<file path="config.mk">
export PLATFORM = sky130hd
export DESIGN_NAME = tdm_mux_8x1
export DESIGN_NICKNAME = d
export VERILOG_FILES = /design/src/rtl/tdm_pkg.sv /design/src/rtl/tdm_slot_counter.sv /design/src/rtl/tdm_mux_8x1.sv
export SDC_FILE = /design/constraint.sdc
export NUM_CORES = 1
export LEC_CHECK = 0
export ABC_AREA = 1
export CORE_MARGIN = 3
export CORE_UTILIZATION = 40
export CTS_BUF_LIST = sky130_fd_sc_hd__clkbuf_4 sky130_fd_sc_hd__clkbuf_8
export DETAILED_ROUTE_END_ITERATION = 7
export PLACE_DENSITY = 0.68
export SETUP_SLACK_MARGIN = 0.02
export SLEW_MARGIN = 10
export SYNTH_ARGS = -nofsm -noshare
export SYNTH_HDL_FRONTEND = slang
export SYNTH_SLANG_ARGS = --single-unit
</file>
<file path="constraint.sdc">
create_clock -name clk -period 2.1 [get_ports clk]
set_input_delay 0.315 -clock clk [delete_from_list [all_inputs] [get_ports clk]]
set_output_delay 0.315 -clock clk [all_outputs]
set_load 0.02 [all_outputs]
</file>
<file path="src/rtl/tdm_pkg.sv">
// ---------------------------------------------------------------------------
// tdm_pkg
//   Shared definitions for the 8:1 time-division multiplexer.
//   - state_t   : FSM encoding (IDLE, SEND, PARITY)
//   - NUM_LANES : lanes per frame (fixed at 8)
//   - SEL_W     : width of the slot index
//   - lane_xor  : reduces one bit column of a frame (bit b of every lane)
//                 to its parity; the top applies it per bit position to
//                 build the parity word.
// ---------------------------------------------------------------------------
package tdm_pkg;

    localparam int NUM_LANES = 8;
    localparam int SEL_W     = 3;

    typedef enum logic [1:0] {
        IDLE   = 2'd0,
        SEND   = 2'd1,
        PARITY = 2'd2
    } state_t;

    // column[k] holds bit b of lane k; the result is bit b of the parity word
    function automatic logic lane_xor(input logic [NUM_LANES-1:0] column);
        return ^column;
    endfunction

endpackage

</file>
<file path="src/rtl/tdm_slot_counter.sv">
// ---------------------------------------------------------------------------
// tdm_slot_counter
//   3-bit slot counter for the TDM multiplexer.
//   Ports:
//     clk   in   clock
//     rst   in   synchronous active-high reset (count -> 0)
//     en    in   advance by one (wraps 7 -> 0)
//     clr   in   force count to 0; overrides en
//     cnt   out  current slot index
//     last  out  high when cnt is the final lane (7)
// ---------------------------------------------------------------------------
module tdm_slot_counter
    import tdm_pkg::*;
(
    input  logic             clk,
    input  logic             rst,
    input  logic             en,
    input  logic             clr,
    output logic [SEL_W-1:0] cnt,
    output logic             last
);

    logic [SEL_W-1:0] cnt_reg;
    logic [SEL_W-1:0] cnt_next;

    always_comb begin
        cnt_next = cnt_reg;
        if (clr) begin
            cnt_next = '0;
        end else if (en) begin
            cnt_next = cnt_reg + SEL_W'(1);
        end
    end

    always_ff @(posedge clk) begin
        if (rst) begin
            cnt_reg <= '0;
        end else begin
            cnt_reg <= cnt_next;
        end
    end

    assign cnt  = cnt_reg;
    assign last = (cnt_reg == SEL_W'(NUM_LANES - 1));

endmodule

</file>
<file path="src/rtl/tdm_mux_8x1.sv">
// ---------------------------------------------------------------------------
// tdm_mux_8x1
//   Time-division multiplexer: accepts one 8-lane frame per valid/ready
//   handshake and streams it one lane per cycle with a slot index, so a
//   downstream 1:8 demux can rebuild the frame.
//
//   Optional build macro: TDM_PARITY_EN
//     defined   : a 9th PARITY slot (XOR of all lanes, sel=7, parity_slot=1)
//                 follows slot 7; in_ready is raised there instead of slot 7.
//     undefined : plain 8-slot frames; parity_slot tied low.
//
//   Ports:
//     clk          in   clock
//     rst          in   synchronous active-high reset
//     in_valid     in   frame on din is valid
//     in_ready     out  frame can be accepted this cycle (combinational)
//     din          in   packed lanes, lane k = din[k*WIDTH +: WIDTH]
//     hold         in   stall: freeze slot counter and outputs
//     dout         out  current lane data
//     sel          out  current slot index
//     out_valid    out  dout/sel carry a valid slot
//     frame_sync   out  high on slot 0 of each frame
//     parity_slot  out  high on the parity slot
// ---------------------------------------------------------------------------
module tdm_mux_8x1
    import tdm_pkg::*;
#(
    parameter int WIDTH = 1
) (
    input  logic                       clk,
    input  logic                       rst,
    input  logic                       in_valid,
    output logic                       in_ready,
    input  logic [NUM_LANES*WIDTH-1:0] din,
    input  logic                       hold,
    output logic [WIDTH-1:0]           dout,
    output logic [SEL_W-1:0]           sel,
    output logic                       out_valid,
    output logic                       frame_sync,
    output logic                       parity_slot
);

    state_t                     state_reg, state_next;
    logic [NUM_LANES*WIDTH-1:0] frame_reg, frame_next;
    logic [WIDTH-1:0]           dout_reg, dout_next;
    logic [SEL_W-1:0]           sel_reg, sel_next;
    logic                       out_valid_reg, out_valid_next;
    logic                       frame_sync_reg, frame_sync_next;

    logic [SEL_W-1:0]           cnt;
    logic                       last;
    logic [SEL_W-1:0]           slot_inc;
    logic                       accept;
    logic [WIDTH-1:0]           frame_lane [NUM_LANES];

    // Unpack the latched frame into lanes for the slot mux
    for (genvar gi = 0; gi < NUM_LANES; gi++) begin : g_lane
        assign frame_lane[gi] = frame_reg[gi*WIDTH +: WIDTH];
    end

`ifdef TDM_PARITY_EN
    logic [WIDTH-1:0] parity_word;
    logic             parity_slot_reg, parity_slot_next;

    // Parity word built column by column: bit gi of every lane XORed together
    for (genvar gi = 0; gi < WIDTH; gi++) begin : g_par
        logic [NUM_LANES-1:0] column;
        always_comb begin
            column = '0;
            for (int k = 0; k < NUM_LANES; k++) begin
                column[k] = frame_reg[k*WIDTH + gi];
            end
        end
        assign parity_word[gi] = lane_xor(column);
    end
`endif

    // The counter only steps while a data slot is on the outputs; it wraps
    // to 0 after slot 7, so it is already 0 when PARITY or IDLE is entered.
    tdm_slot_counter u_slot_counter (
        .clk  (clk),
        .rst  (rst),
        .en   ((state_reg == SEND) && !hold),
        .clr  (accept),
        .cnt  (cnt),
        .last (last)
    );

    assign slot_inc = cnt + SEL_W'(1);
    assign accept   = in_valid && in_ready;

    // Ready is raised on the final slot of a frame so the next frame's
    // slot 0 follows it directly with no bubble.
    always_comb begin
        in_ready = 1'b0;
        case (state_reg)
            IDLE:    in_ready = 1'b1;
`ifdef TDM_PARITY_EN
            SEND:    in_ready = 1'b0;
            PARITY:  in_ready = !hold;
`else
            SEND:    in_ready = last && !hold;
`endif
            default: in_ready = 1'b0;
        endcase
    end

    always_comb begin
        state_next      = state_reg;
        frame_next      = frame_reg;
        dout_next       = dout_reg;
        sel_next        = sel_reg;
        out_valid_next  = out_valid_reg;
        frame_sync_next = frame_sync_reg;
`ifdef TDM_PARITY_EN
        parity_slot_next = parity_slot_reg;
`endif
        if (accept) begin
            // Slot 0 comes straight from din so it appears the cycle after accept
            state_next      = SEND;
            frame_next      = din;
            dout_next       = din[WIDTH-1:0];
            sel_next        = '0;
            out_valid_next  = 1'b1;
            frame_sync_next = 1'b1;
`ifdef TDM_PARITY_EN
            parity_slot_next = 1'b0;
`endif
        end else if (!hold) begin
            case (state_reg)
                SEND: begin
                    if (!last) begin
                        dout_next       = frame_lane[slot_inc];
                        sel_next        = slot_inc;
                        out_valid_next  = 1'b1;
                        frame_sync_next = 1'b0;
                    end else begin
`ifdef TDM_PARITY_EN
                        state_next       = PARITY;
                        dout_next        = parity_word;
                        sel_next         = SEL_W'(NUM_LANES - 1);
                        out_valid_next   = 1'b1;
                        frame_sync_next  = 1'b0;
                        parity_slot_next = 1'b1;
`else
                        state_next      = IDLE;
                        dout_next       = '0;
                        sel_next        = '0;
                        out_valid_next  = 1'b0;
                        frame_sync_next = 1'b0;
`endif
                    end
                end
`ifdef TDM_PARITY_EN
                PARITY: begin
                    state_next       = IDLE;
                    dout_next        = '0;
                    sel_next         = '0;
                    out_valid_next   = 1'b0;
                    frame_sync_next  = 1'b0;
                    parity_slot_next = 1'b0;
                end
`endif
                default: begin
                    // IDLE outputs are already zero
                end
            endcase
        end
    end

    always_ff @(posedge clk) begin
        if (rst) begin
            state_reg      <= IDLE;
            frame_reg      <= '0;
            dout_reg       <= '0;
            sel_reg        <= '0;
            out_valid_reg  <= 1'b0;
            frame_sync_reg <= 1'b0;
        end else begin
            state_reg      <= state_next;
            frame_reg      <= frame_next;
            dout_reg       <= dout_next;
            sel_reg        <= sel_next;
            out_valid_reg  <= out_valid_next;
            frame_sync_reg <= frame_sync_next;
        end
    end

`ifdef TDM_PARITY_EN
    always_ff @(posedge clk) begin
        if (rst) begin
            parity_slot_reg <= 1'b0;
        end else begin
            parity_slot_reg <= parity_slot_next;
        end
    end
    assign parity_slot = parity_slot_reg;
`else
    assign parity_slot = 1'b0;
`endif

    assign dout       = dout_reg;
    assign sel        = sel_reg;
    assign out_valid  = out_valid_reg;
    assign frame_sync = frame_sync_reg;

endmodule

</file>
==> metrics.txt <==
# TYPE chip_impl_metric gauge
chip_impl_metric{name="cts.htree.levels",unit=""} 1
chip_impl_metric{name="post_route_cells_drive_above_1_share",unit="%"} 9.60
chip_impl_metric{name="static-leakage-power",unit="nW"} 0.416
chip_impl_info{name="result_of_the_run",value="completed"} 1
chip_impl_metric{name="grt_start_max_net_pins",unit=""} 12
chip_impl_metric{name="route.detailed.drc",unit=""} 0
chip_impl_info{name="hold_path_class",value="reg -> reg"} 1
chip_impl_metric{name="gate_count_after_technology_mapping",unit=""} 105
chip_impl_metric{name="cp_data_required_time",unit="ns"} 1.78
chip_impl_metric{name="final-setup-viol-count",unit=""} 0
chip_impl_metric{name="grt_remaining_overflow",unit=""} 0
chip_impl_metric{name="routedWlPerCell",unit="um"} 10.1
chip_impl_metric{name="number_of_antenna_violations_at_the_first_check_in_global_routing",unit=""} 0
chip_impl_metric{name="reg2reg_setup_slack",unit="ns"} 0.47
chip_impl_metric{name="p_per_area",unit="nW/um2"} 656
chip_impl_metric{name="route.detailed.vias_per_inst",unit=""} 4.63
chip_impl_metric{name="yosys.cell_types.count",unit=""} 19
chip_impl_metric{name="max-cap-violations",unit=""} 0
chip_impl_metric{name="clkSinkCount",unit=""} 17
chip_impl_metric{name="io-pin-count",unit=""} 20
chip_impl_metric{name="multi_input_area",unit="um2"} 357
chip_impl_info{name="timing.rr.start",value="u_slot_counter.cnt[0]"} 1
chip_impl_metric{name="regArea",unit="um2"} 340
chip_impl_info{name="cts-root-buf",value="clkbuf_4"} 1
chip_impl_metric{name="final_net_count",unit=""} 140
chip_impl_metric{name="design.die.area",unit="um2"} 2480
chip_impl_info{name="standard_cell_with_the_maximum_stage_delay_on_the_critical_path",value="dfxtp_1"} 1
chip_impl_metric{name="vias",unit=""} 695
chip_impl_metric{name="die_h",unit="um"} 49.8
chip_impl_metric{name="cts-buffers-inserted",unit=""} 3
chip_impl_metric{name="minimum_clock_period",unit="ns"} 1.86
chip_impl_metric{name="cp.buffers_inverters",unit=""} 1
chip_impl_info{name="critical_path.endpoint_type",value="output pin"} 1
chip_impl_metric{name="sum_of_net_half_perimeters_after_detailed_placement",unit="um"} 1150
chip_impl_metric{name="clock_latency_late_sink",unit="ns"} 0.28
chip_impl_metric{name="chipWidth",unit="um"} 49.8
chip_impl_metric{name="cp_num_cells",unit=""} 5
chip_impl_metric{name="clock_tree.buffer_depth",unit=""} 2
chip_impl_metric{name="groute.usage.overall",unit="%"} 14.2
chip_impl_metric{name="vdd.ir_drop.worst",unit="mV"} 0.429
chip_impl_info{name="crit_path_start_kind",value="register"} 1
chip_impl_metric{name="placementRows",unit=""} 15
chip_impl_metric{name="drtIter0Drc",unit=""} 10
chip_impl_metric{name="worst-r2r-cell-count",unit=""} 7
chip_impl_metric{name="flops_latches_synth",unit=""} 17
chip_impl_metric{name="post-cts-setup-buffer-count",unit=""} 0
chip_impl_metric{name="clock.fmax",unit="MHz"} 538
chip_impl_metric{name="drtPass1Iterations",unit=""} 4
chip_impl_metric{name="first_global_vias",unit=""} 686
chip_impl_metric{name="worstPathArrival",unit="ns"} 1.54
chip_impl_metric{name="largest_register_ffs",unit=""} 8
chip_impl_info{name="cts_tree",value="yes"} 1
chip_impl_metric{name="cts.clk_slew.worst_paths",unit="ns"} 0.09
chip_impl_metric{name="initial_core_util",unit="%"} 43.5
chip_impl_metric{name="layout_worst_path_cycle_share",unit="%"} 88.5
chip_impl_metric{name="net_count_synth",unit=""} 119
chip_impl_metric{name="placement.io_buffers",unit=""} 18
chip_impl_metric{name="worst_path_largest_cell_delay",unit="ns"} 0.33
chip_impl_metric{name="final_util",unit="%"} 56.1
chip_impl_metric{name="global_placer_s_final_weighted_congestion",unit=""} 0.713
chip_impl_metric{name="worst_hold_path.num_cells",unit=""} 2
chip_impl_metric{name="worst_hold_slack_across_all_endpoints",unit="ns"} 0.470
chip_impl_metric{name="floorplan.core_area",unit="um2"} 1760
chip_impl_metric{name="synth.yosys.seq_area_share",unit="%"} 44.3
chip_impl_info{name="holdCritStartpoint",value="u_slot_counter.cnt[1]"} 1
chip_impl_metric{name="number_of_fill_cells",unit=""} 206
chip_impl_metric{name="area_growth_syn_to_layout",unit="%"} 28.8
chip_impl_metric{name="antenna-diode-count",unit=""} 0
chip_impl_metric{name="pins_over_their_slew_limit",unit=""} 0
chip_impl_info{name="crit_family",value="adder cells"} 1
chip_impl_metric{name="postRouteAntennaNets",unit=""} 0
chip_impl_metric{name="syn-mean-instance-area",unit="um2"} 7.32
chip_impl_metric{name="finalSetupTns",unit="ns"} 0
chip_impl_metric{name="hold_viol",unit=""} 0
chip_impl_info{name="setup.worst_path.start",value="u_slot_counter.cnt[0]"} 1
chip_impl_metric{name="largest_clock_skew_in_the_final_design",unit="ns"} 0.000612
chip_impl_info{name="crit_path_cell_trace",value="ha_1 > ha_1 > nand2_2 > nand2_1 > dlygate4sd2_1"} 1
chip_impl_metric{name="postRouteWirelength",unit="um"} 1520
chip_impl_info{name="path_common_cell",value="ha_1"} 1
chip_impl_metric{name="ys.warnings.count",unit=""} 0
chip_impl_info{name="timing_worst_setup_path_type",value="reg -> out"} 1
chip_impl_metric{name="grt_pass1_wl",unit="um"} 2710
chip_impl_info{name="unrepaired_setup_endpoints_after_global_routing",value="no"} 1
chip_impl_metric{name="timing.critical_path.fanout_max",unit=""} 4
chip_impl_metric{name="mappedNetlistArea",unit="um2"} 768
through the flow:
stage	setup slack [ns]	cell area, um2	std cells	power [mW]
global route	0.171	990	150	0.686
finish	0.241	990	150	0.649
CTS	0.230	990	150	0.656
floorplan	0.624	768	105	0.429
detailed placement	0.207	961	146	0.475
global placement	0.235	961	146	0.473
final timing paths:
path                                         endpoint
worst min register to register  u_slot_counter.cnt[1]
worst max register to register  u_slot_counter.cnt[0]
worst max-delay path                         in_ready
worst min-delay path            u_slot_counter.cnt[1]
cells by family after synthesis:
kind of cell               count (synthesis)  synth area share [%]
DFF                                       17                  44.3
other                                      1                 0.488
AOI/OAI and AO/OA                         21                  17.1
buffers and inverters                     15                  9.28
and+or+nand+nor                           49                  25.6
adders and majority gates                  2                  3.26
cell usage in the layout, fill, tap and decap left out:
cell,count
o21ai_1,2
dlygate4sd2_1,1
conb_1,1
o21ai_2,1
ha_1,2
a21oi_4,1
nand2_2,2
a21oi_1,6
dfxtp_1,17
buf_4,1
nand2_1,24
clkbuf_4,4
a31oi_1,1
inv_2,1
nand3_1,6
clkdlybuf4s50_1,17
a22oi_1,1
a21oi_2,2
inv_1,11
nor2_1,17
o21ai_0,7
power breakdown:
part | switching (mW) | total, mW | internal [mW]
registers | 0.0109 | 0.353 | 0.342
clock network | 0.0963 | 0.183 | 0.0866
logic | 0.0605 | 0.113 | 0.0523
total | 0.168 | 0.649 | 0.481
area by class of cell:
class	count	share of cell area [%]
Clock buffer	4	3.03
Multi-Input combinational cell	73	36.0
Sequential cell	17	34.4
Inverter	12	4.55
Tap cell	25	3.16
Timing Repair Buffer	19	18.8
cell usage after synthesis:
cell type / instances / area share (%)
o21ai_2: 1 / 1.1
nand3_1: 6 / 3.9
nor2_1: 17 / 8.3
ha_1: 2 / 3.3
inv_1: 11 / 5.4
nand2_2: 2 / 1.6
o21ai_1: 2 / 1.3
o21ai_0: 7 / 4.6
dfxtp_1: 17 / 44
a21oi_1: 6 / 3.9
buf_6: 1 / 1.5
buf_4: 2 / 2.0
a22oi_1: 1 / 0.98
nand2_1: 24 / 12
a21oi_4: 1 / 2.1
conb_1: 1 / 0.49
a21oi_2: 2 / 2.3
inv_2: 1 / 0.49
a31oi_1: 1 / 0.81
worst register-to-register path, delay by kind of cell (launching register included):
family	cells	cell delay [ns]
fa+ha+maj	2	0.38
flops	1	0.36
compound gates	2	0.34
simple gates	2	0.29
buf+inv	1	0.17
repair_timing:
| action | 4_1_cts | 5_1_grt |
|---|---|---|
| hold buffers | 0 | 0 |
| gates resized for setup | 1 | 0 |
| setup endpoints to repair | 1 | 0 |
routing by layer:
| layer | global-route usage [%] | part of all wire [%] | vias up |
|---|---|---|---|
| met3 | 3.02 | 4.5 | 2 |
| met5 | 0 | 0 | - |
| li1 | - | - | 372 |
| met4 | 8.29 | 0.92 | 0 |
| met1 | 16.6 | 45 | 308 |
| met2 | 23.6 | 49 | 13 |
Note: power is estimated with default switching activity, not from simulation.
